$ cat src/rtl/alu_word_seq.sv
// alu_word_seq: runs a 16-bit (or 8-bit) operation through an external 8-bit
// ALU, one byte per cycle, and returns the combined result with N/V/Z/C flags.
//
// Ports
//   clk, reset_n            clock, asynchronous active-low reset
//   req_valid / req_ready   request handshake (ready only while idle)
//   req_op, req_word        ALU operation, 1 = word / 0 = low byte only
//   req_a, req_b            operands (SBC callers pass req_b already inverted)
//   req_c, req_dec, req_sub carry in, decimal mode, subtract flag
//   alu_a, alu_b, alu_op    byte operands and operation driven to the ALU
//   alu_c_in, alu_dec_*     ALU carry in and decimal add/subtract controls
//   alu_y, alu_c, alu_v     combinational ALU result, carry and overflow
//   rsp_valid / rsp_ready   response handshake
//   rsp_y, rsp_n/v/z/c      result word (high byte 0 for byte ops) and flags
//
// state | meaning
// IDLE  | ready for a request, ALU outputs parked at 0
// STEP1 | first byte on the ALU (low byte, or high byte for word SHR/ASR)
// STEP2 | second byte on the ALU (word operations only)
// DONE  | response presented until rsp_ready
module alu_word_seq (
  input  logic        clk,
  input  logic        reset_n,
  input  logic        req_valid,
  output logic        req_ready,
  input  logic [2:0]  req_op,
  input  logic        req_word,
  input  logic [15:0] req_a,
  input  logic [15:0] req_b,
  input  logic        req_c,
  input  logic        req_dec,
  input  logic        req_sub,
  output logic [7:0]  alu_a,
  output logic [7:0]  alu_b,
  output logic [2:0]  alu_op,
  output logic        alu_c_in,
  output logic        alu_dec_add,
  output logic        alu_dec_sub,
  input  logic [7:0]  alu_y,
  input  logic        alu_c,
  input  logic        alu_v,
  output logic        rsp_valid,
  input  logic        rsp_ready,
  output logic [15:0] rsp_y,
  output logic        rsp_n,
  output logic        rsp_v,
  output logic        rsp_z,
  output logic        rsp_c
);

  localparam logic [2:0] kALU_ADC = 3'd0;
  localparam logic [2:0] kALU_AND = 3'd1;
  localparam logic [2:0] kALU_OR  = 3'd2;
  localparam logic [2:0] kALU_XOR = 3'd3;
  localparam logic [2:0] kALU_SHL = 3'd4;
  localparam logic [2:0] kALU_SHR = 3'd5;
  localparam logic [2:0] kALU_ASR = 3'd6;

  typedef enum logic [1:0] {
    ST_IDLE  = 2'd0,
    ST_STEP1 = 2'd1,
    ST_STEP2 = 2'd2,
    ST_DONE  = 2'd3
  } state_t;

  state_t      state, state_nxt;
  logic [2:0]  op_q;
  logic        word_q;
  logic [15:0] a_q;
  logic [15:0] b_q;
  logic        c_q;
  logic        dec_q;
  logic        sub_q;
  logic [7:0]  y1_q;
  logic        c1_q;

  logic        is_adc;
  logic        is_shift;
  logic        hi_first;
  logic [7:0]  hi_y;
  logic [7:0]  lo_y;
  logic        fin_c;

  assign is_adc   = (op_q == kALU_ADC);
  assign is_shift = (op_q == kALU_SHL) || (op_q == kALU_SHR) || (op_q == kALU_ASR);
  // Right shifts start at the high byte so the carry ripples downward.
  assign hi_first = word_q && ((op_q == kALU_SHR) || (op_q == kALU_ASR));

  // Second-step view of which captured/live byte is the high one.
  assign hi_y  = hi_first ? y1_q : alu_y;
  assign lo_y  = hi_first ? alu_y : y1_q;
  // Logic ops pass the requester's carry through untouched.
  assign fin_c = (is_adc || is_shift) ? alu_c : c_q;

  assign req_ready = (state == ST_IDLE);
  assign rsp_valid = (state == ST_DONE);

  always_ff @(posedge clk or negedge reset_n) begin
    if (!reset_n) begin
      state <= ST_IDLE;
    end else begin
      state <= state_nxt;
    end
  end

  always_comb begin
    state_nxt   = state;
    alu_a       = 8'h00;
    alu_b       = 8'h00;
    alu_op      = 3'd0;
    alu_c_in    = 1'b0;
    alu_dec_add = 1'b0;
    alu_dec_sub = 1'b0;
    case (state)
      ST_IDLE: begin
        if (req_valid) state_nxt = ST_STEP1;
      end
      ST_STEP1: begin
        alu_a       = hi_first ? a_q[15:8] : a_q[7:0];
        alu_b       = hi_first ? b_q[15:8] : b_q[7:0];
        alu_op      = op_q;
        alu_c_in    = c_q;
        alu_dec_add = dec_q & ~sub_q & is_adc;
        alu_dec_sub = dec_q & sub_q & is_adc;
        state_nxt   = word_q ? ST_STEP2 : ST_DONE;
      end
      ST_STEP2: begin
        alu_a       = hi_first ? a_q[7:0] : a_q[15:8];
        alu_b       = hi_first ? b_q[7:0] : b_q[15:8];
        // Low byte of a word ASR is a plain SHR fed by the high byte's carry.
        alu_op      = (op_q == kALU_ASR) ? kALU_SHR : op_q;
        alu_c_in    = c1_q;
        alu_dec_add = dec_q & ~sub_q & is_adc;
        alu_dec_sub = dec_q & sub_q & is_adc;
        state_nxt   = ST_DONE;
      end
      ST_DONE: begin
        if (rsp_ready) state_nxt = ST_IDLE;
      end
      default: state_nxt = ST_IDLE;
    endcase
  end

  always_ff @(posedge clk or negedge reset_n) begin
    if (!reset_n) begin
      op_q   <= 3'd0;
      word_q <= 1'b0;
      a_q    <= 16'h0000;
      b_q    <= 16'h0000;
      c_q    <= 1'b0;
      dec_q  <= 1'b0;
      sub_q  <= 1'b0;
      y1_q   <= 8'h00;
      c1_q   <= 1'b0;
      rsp_y  <= 16'h0000;
      rsp_n  <= 1'b0;
      rsp_v  <= 1'b0;
      rsp_z  <= 1'b0;
      rsp_c  <= 1'b0;
    end else begin
      if ((state == ST_IDLE) && req_valid) begin
        op_q   <= req_op;
        word_q <= req_word;
        a_q    <= req_a;
        b_q    <= req_b;
        c_q    <= req_c;
        dec_q  <= req_dec;
        sub_q  <= req_sub;
      end
      if (state == ST_STEP1) begin
        y1_q <= alu_y;
        c1_q <= alu_c;
        if (!word_q) begin
          rsp_y <= {8'h00, alu_y};
          rsp_n <= alu_y[7];
          rsp_z <= (alu_y == 8'h00);
          rsp_v <= is_adc & alu_v;
          rsp_c <= fin_c;
        end
      end
      if (state == ST_STEP2) begin
        rsp_y <= {hi_y, lo_y};
        rsp_n <= hi_y[7];
        rsp_z <= (hi_y == 8'h00) && (lo_y == 8'h00);
        rsp_v <= is_adc & alu_v;
        rsp_c <= fin_c;
      end
    end
  end

endmodule

$ cat config.mk
export PLATFORM = sky130hd
export DESIGN_NAME = alu_word_seq
export DESIGN_NICKNAME = d
export VERILOG_FILES = /design/src/rtl/alu_word_seq.sv
export SDC_FILE = /design/constraint.sdc
export NUM_CORES = 1
export LEC_CHECK = 0
export ABC_AREA = 1
export BUFFER_PORTS_ARGS = -buffer_cell sky130_fd_sc_hd__buf_4
export CAP_MARGIN = 20
export CELL_PAD_IN_SITES_DETAIL_PLACEMENT = 1
export CELL_PAD_IN_SITES_GLOBAL_PLACEMENT = 1
export CORE_ASPECT_RATIO = 1.75
export CORE_UTILIZATION = 25
export CTS_CLUSTER_SIZE = 14
export DETAILED_ROUTE_END_ITERATION = 8
export PLACE_DENSITY = 0.58
export RECOVER_POWER = 50
export SYNTH_ARGS = -nofsm -noshare
export SYNTH_HDL_FRONTEND = slang
export SYNTH_SLANG_ARGS = --single-unit
$ cat constraint.sdc
create_clock -name clk -period 3.25 [get_ports clk]
set_clock_uncertainty 0.2 [all_clocks]
set_input_delay 0.1625 -clock clk [delete_from_list [all_inputs] [get_ports clk]]
set_output_delay 0.1625 -clock clk [all_outputs]
set_load 0.05 [all_outputs]
==> impl_results.md <==
* Post-route DRC at 0
* Min-delay src: rsp_ready
* Commonest non-fill, non-tap cell in the layout: nand2_1
* CTS root buf: clkbuf_16
* Vias at ~3600
* DRT iter0 DRCs at 69
* RePlAce Congestion at about 0.8
* VDD IR max at about 0.0007 V
* Part of the Yosys area used for sequential elements at 0.475
* Final WL at roughly 12000 um
* Core Area at approximately 14000 um^2
* Post-CTS resize count at 0
* Run status: complete, but fails checks
* Starting Density at 0.256
* Clock transition at path regs at 0.06 ns
* CTS tree: yes
* Global route total overflow at 0
* TritonRoute pass-1 iters at 4
* DR vias/cell at 4.73
* Core Rows at 58
* Remaining antenna violation count at 0
* Post-Syn Area at ~3700 um^2
* H-tree Lvls at 3
* FF-to-FF setup slack at 0.61 ns
* PwrDens at about 1200 nW/um^2
* Unrepaired setup endpoints after global routing: no
* CTS buffer count at 9
* Worst Hold End: state[1]
* Synthesis-stage register bit count at 70
* GR Util All Layers at 0.171
* Largest net degree at the start of global routing at ~70
* CTS Buffer Depth at 2
* Failing checks: capacitance limit, slew limit
* Drt wl/cell at 15.7 um
* Reg-to-reg critical path startpoint: state[1]
* Final min period at 2.74 ns
* Ys Warns at 0
* Crit path max fanout at 50
* Data arrival, critical path at between 2 and 2.5 ns
* Worst Setup End Kind: output port
* Post-synthesis cell type count at 31
* Leakage at roughly 2.5 nW
* Worst skew pair latency at 0.33 ns
* Tcrit/Tclk final at 0.844
* Post-Syn Instances at 446
* Worst-Margin Slew at between 1.5 and 2 ns
* Crit start category: flop
* Clock sinks at 70
* Syn nets at ~500
* Hold depth at 4
* Die height at approximately 160 um
* Worst R2R Path Depth at 9
* Setup CP Type: reg -> out
* Post-DP HPWL at ~8500 um
* Die area at roughly 15000 um^2
* Max Freq at 364 MHz
* Mean Syn Cell Area at around 8.3 um^2
* First-pass GRT wire length at 19700 um
* Share of cells above drive strength 1 at 0.216
* Initial antenna violation count at 0
* Hold Path Class: in -> reg
* Number of global-route vias before repair at 3873
* Most frequent cells in the layout: nand2_1, buf_4, dfrtp_1
* Die width at ~94 um
* Hold Fails Final Rpt at 0
* Fillcell total at 1759
* Required time worst endpoint at slightly below 3 ns
* Final Max Slew Viols at 71
* Slew margin rel. at -0.233
* Area growth, synth to finish at 43.7%
* Final setup violation count at 0
* Ports at 97
* Final instance area at between 5000 and 6000 um^2
* Post-placement cell area at roughly 4600 um^2
* Maxcap violations at 1
* Reg2reg end: rsp_y[5]
* Setup TNS at 0 ns
* # nets final at between 600 and 700
* IO Port Bufs at between 90 and 100
## cell usage after synthesis (all sizes together)
master | n | share of area
o211ai | 19 | 0.039
nor2 | 42 | 0.050
mux2 | 19 | 0.058
o22ai | 1 | 0.0017
or2 | 1 | 0.0017
nor3 | 2 | 0.0027
inv | 46 | 0.047
dfrtp | 70 | 0.48
o31ai | 1 | 0.0020
nand3 | 11 | 0.015
buf | 14 | 0.022
clkbuf | 11 | 0.011
a311oi | 1 | 0.0024
a22o | 4 | 0.0095
o21a | 1 | 0.0020
a31oi | 2 | 0.0034
nor4 | 3 | 0.0051
o21ai | 42 | 0.057
a21oi | 65 | 0.091
ha | 4 | 0.014
nand2 | 87 | 0.091
## power by group
group	switching [mW]	internal, mW
clock	0.363	0.691
combinational	2.61	1.06
sequential	0.270	1.30
## state kept, by name (all words and copies together), names as in the netlist, 2 cells and up
| name | count |
|---|---|
| a_q | 16 |
| op_q | 3 |
| b_q | 16 |
| y1_q | 8 |
| rsp_y | 16 |
| state | 2 |
## layer usage
| layer | wire length [um] | global-route usage | vias up |
|---|---|---|---|
| li1 | - | - | 1767 |
| met1 | 4400 | 0.181 | 1768 |
| met2 | 6920 | 0.322 | 78 |
| met3 | 373 | 0.0285 | 22 |
| met4 | 383 | 0.0748 | 0 |
| met5 | 0 | 0 | - |
## cell families after synthesis
logic type | share of synthesized area
multiplexers | 0.0581
buffers and inverters | 0.0798
adder cells (fa/ha/maj) | 0.0136
flip-flops | 0.475
AO/OA/AOI/OAI | 0.208
AND/OR/NAND/NOR | 0.165
## layout make-up
cell class | count | area (um^2) | area share
Inverter | 46 | 173 | 0.0326
Timing Repair Buffer | 150 | 1190 | 0.224
Sequential cell | 70 | 1750 | 0.331
Tap cell | 180 | 225 | 0.0425
Clock inverter | 4 | 70.1 | 0.0132
Multi-Input combinational cell | 305 | 1640 | 0.310
Clock buffer | 12 | 246 | 0.0465
Antenna cell | 1 | 2.50 | 0.000472
## worst max path at each step
stage,startpoint,endpoint,slack [ns],cells after the start
floorplan,state[1],alu_op[1],0.49,7
global placement,state[1],rsp_y[3],0.74,9
detailed placement,state[1],rsp_y[5],0.57,9
CTS,state[1],alu_op[1],0.44,7
global route,state[0],rsp_y[3],0.28,9
finish,op_q[2],alu_b[0],0.51,8
## worst max-delay path, cell delays in order, from the launching register on
cell and delay (ns):
dfrtp_1 0.41, inv_1 0.12, a21oi_2 0.11, buf_4 0.20, nand2_4 0.31, a21oi_1 0.23
o21ai_0 0.10, a21oi_1 0.28, buf_4 0.26
## metrics by stage
stage,setup WS [ns],util,hold WS (ns),power [mW],cells
floorplan,0.486,-,-0.333,4.26,446
global placement,0.735,0.317,0.172,5.25,701
detailed placement,0.566,0.317,0.178,5.34,701
CTS,0.443,0.374,0.0180,6.47,767
global route,0.284,0.368,0.0756,6.76,767
finish,0.506,0.369,0.0279,6.29,768
## what timing repair did
| action | CTS | global route |
|---|---|---|
| hold buffers | 50 | 0 |
| hold endpoints to repair | 119 | 0 |
| setup buffers | 0 | 0 |
(Power assumes the default switching activity.)
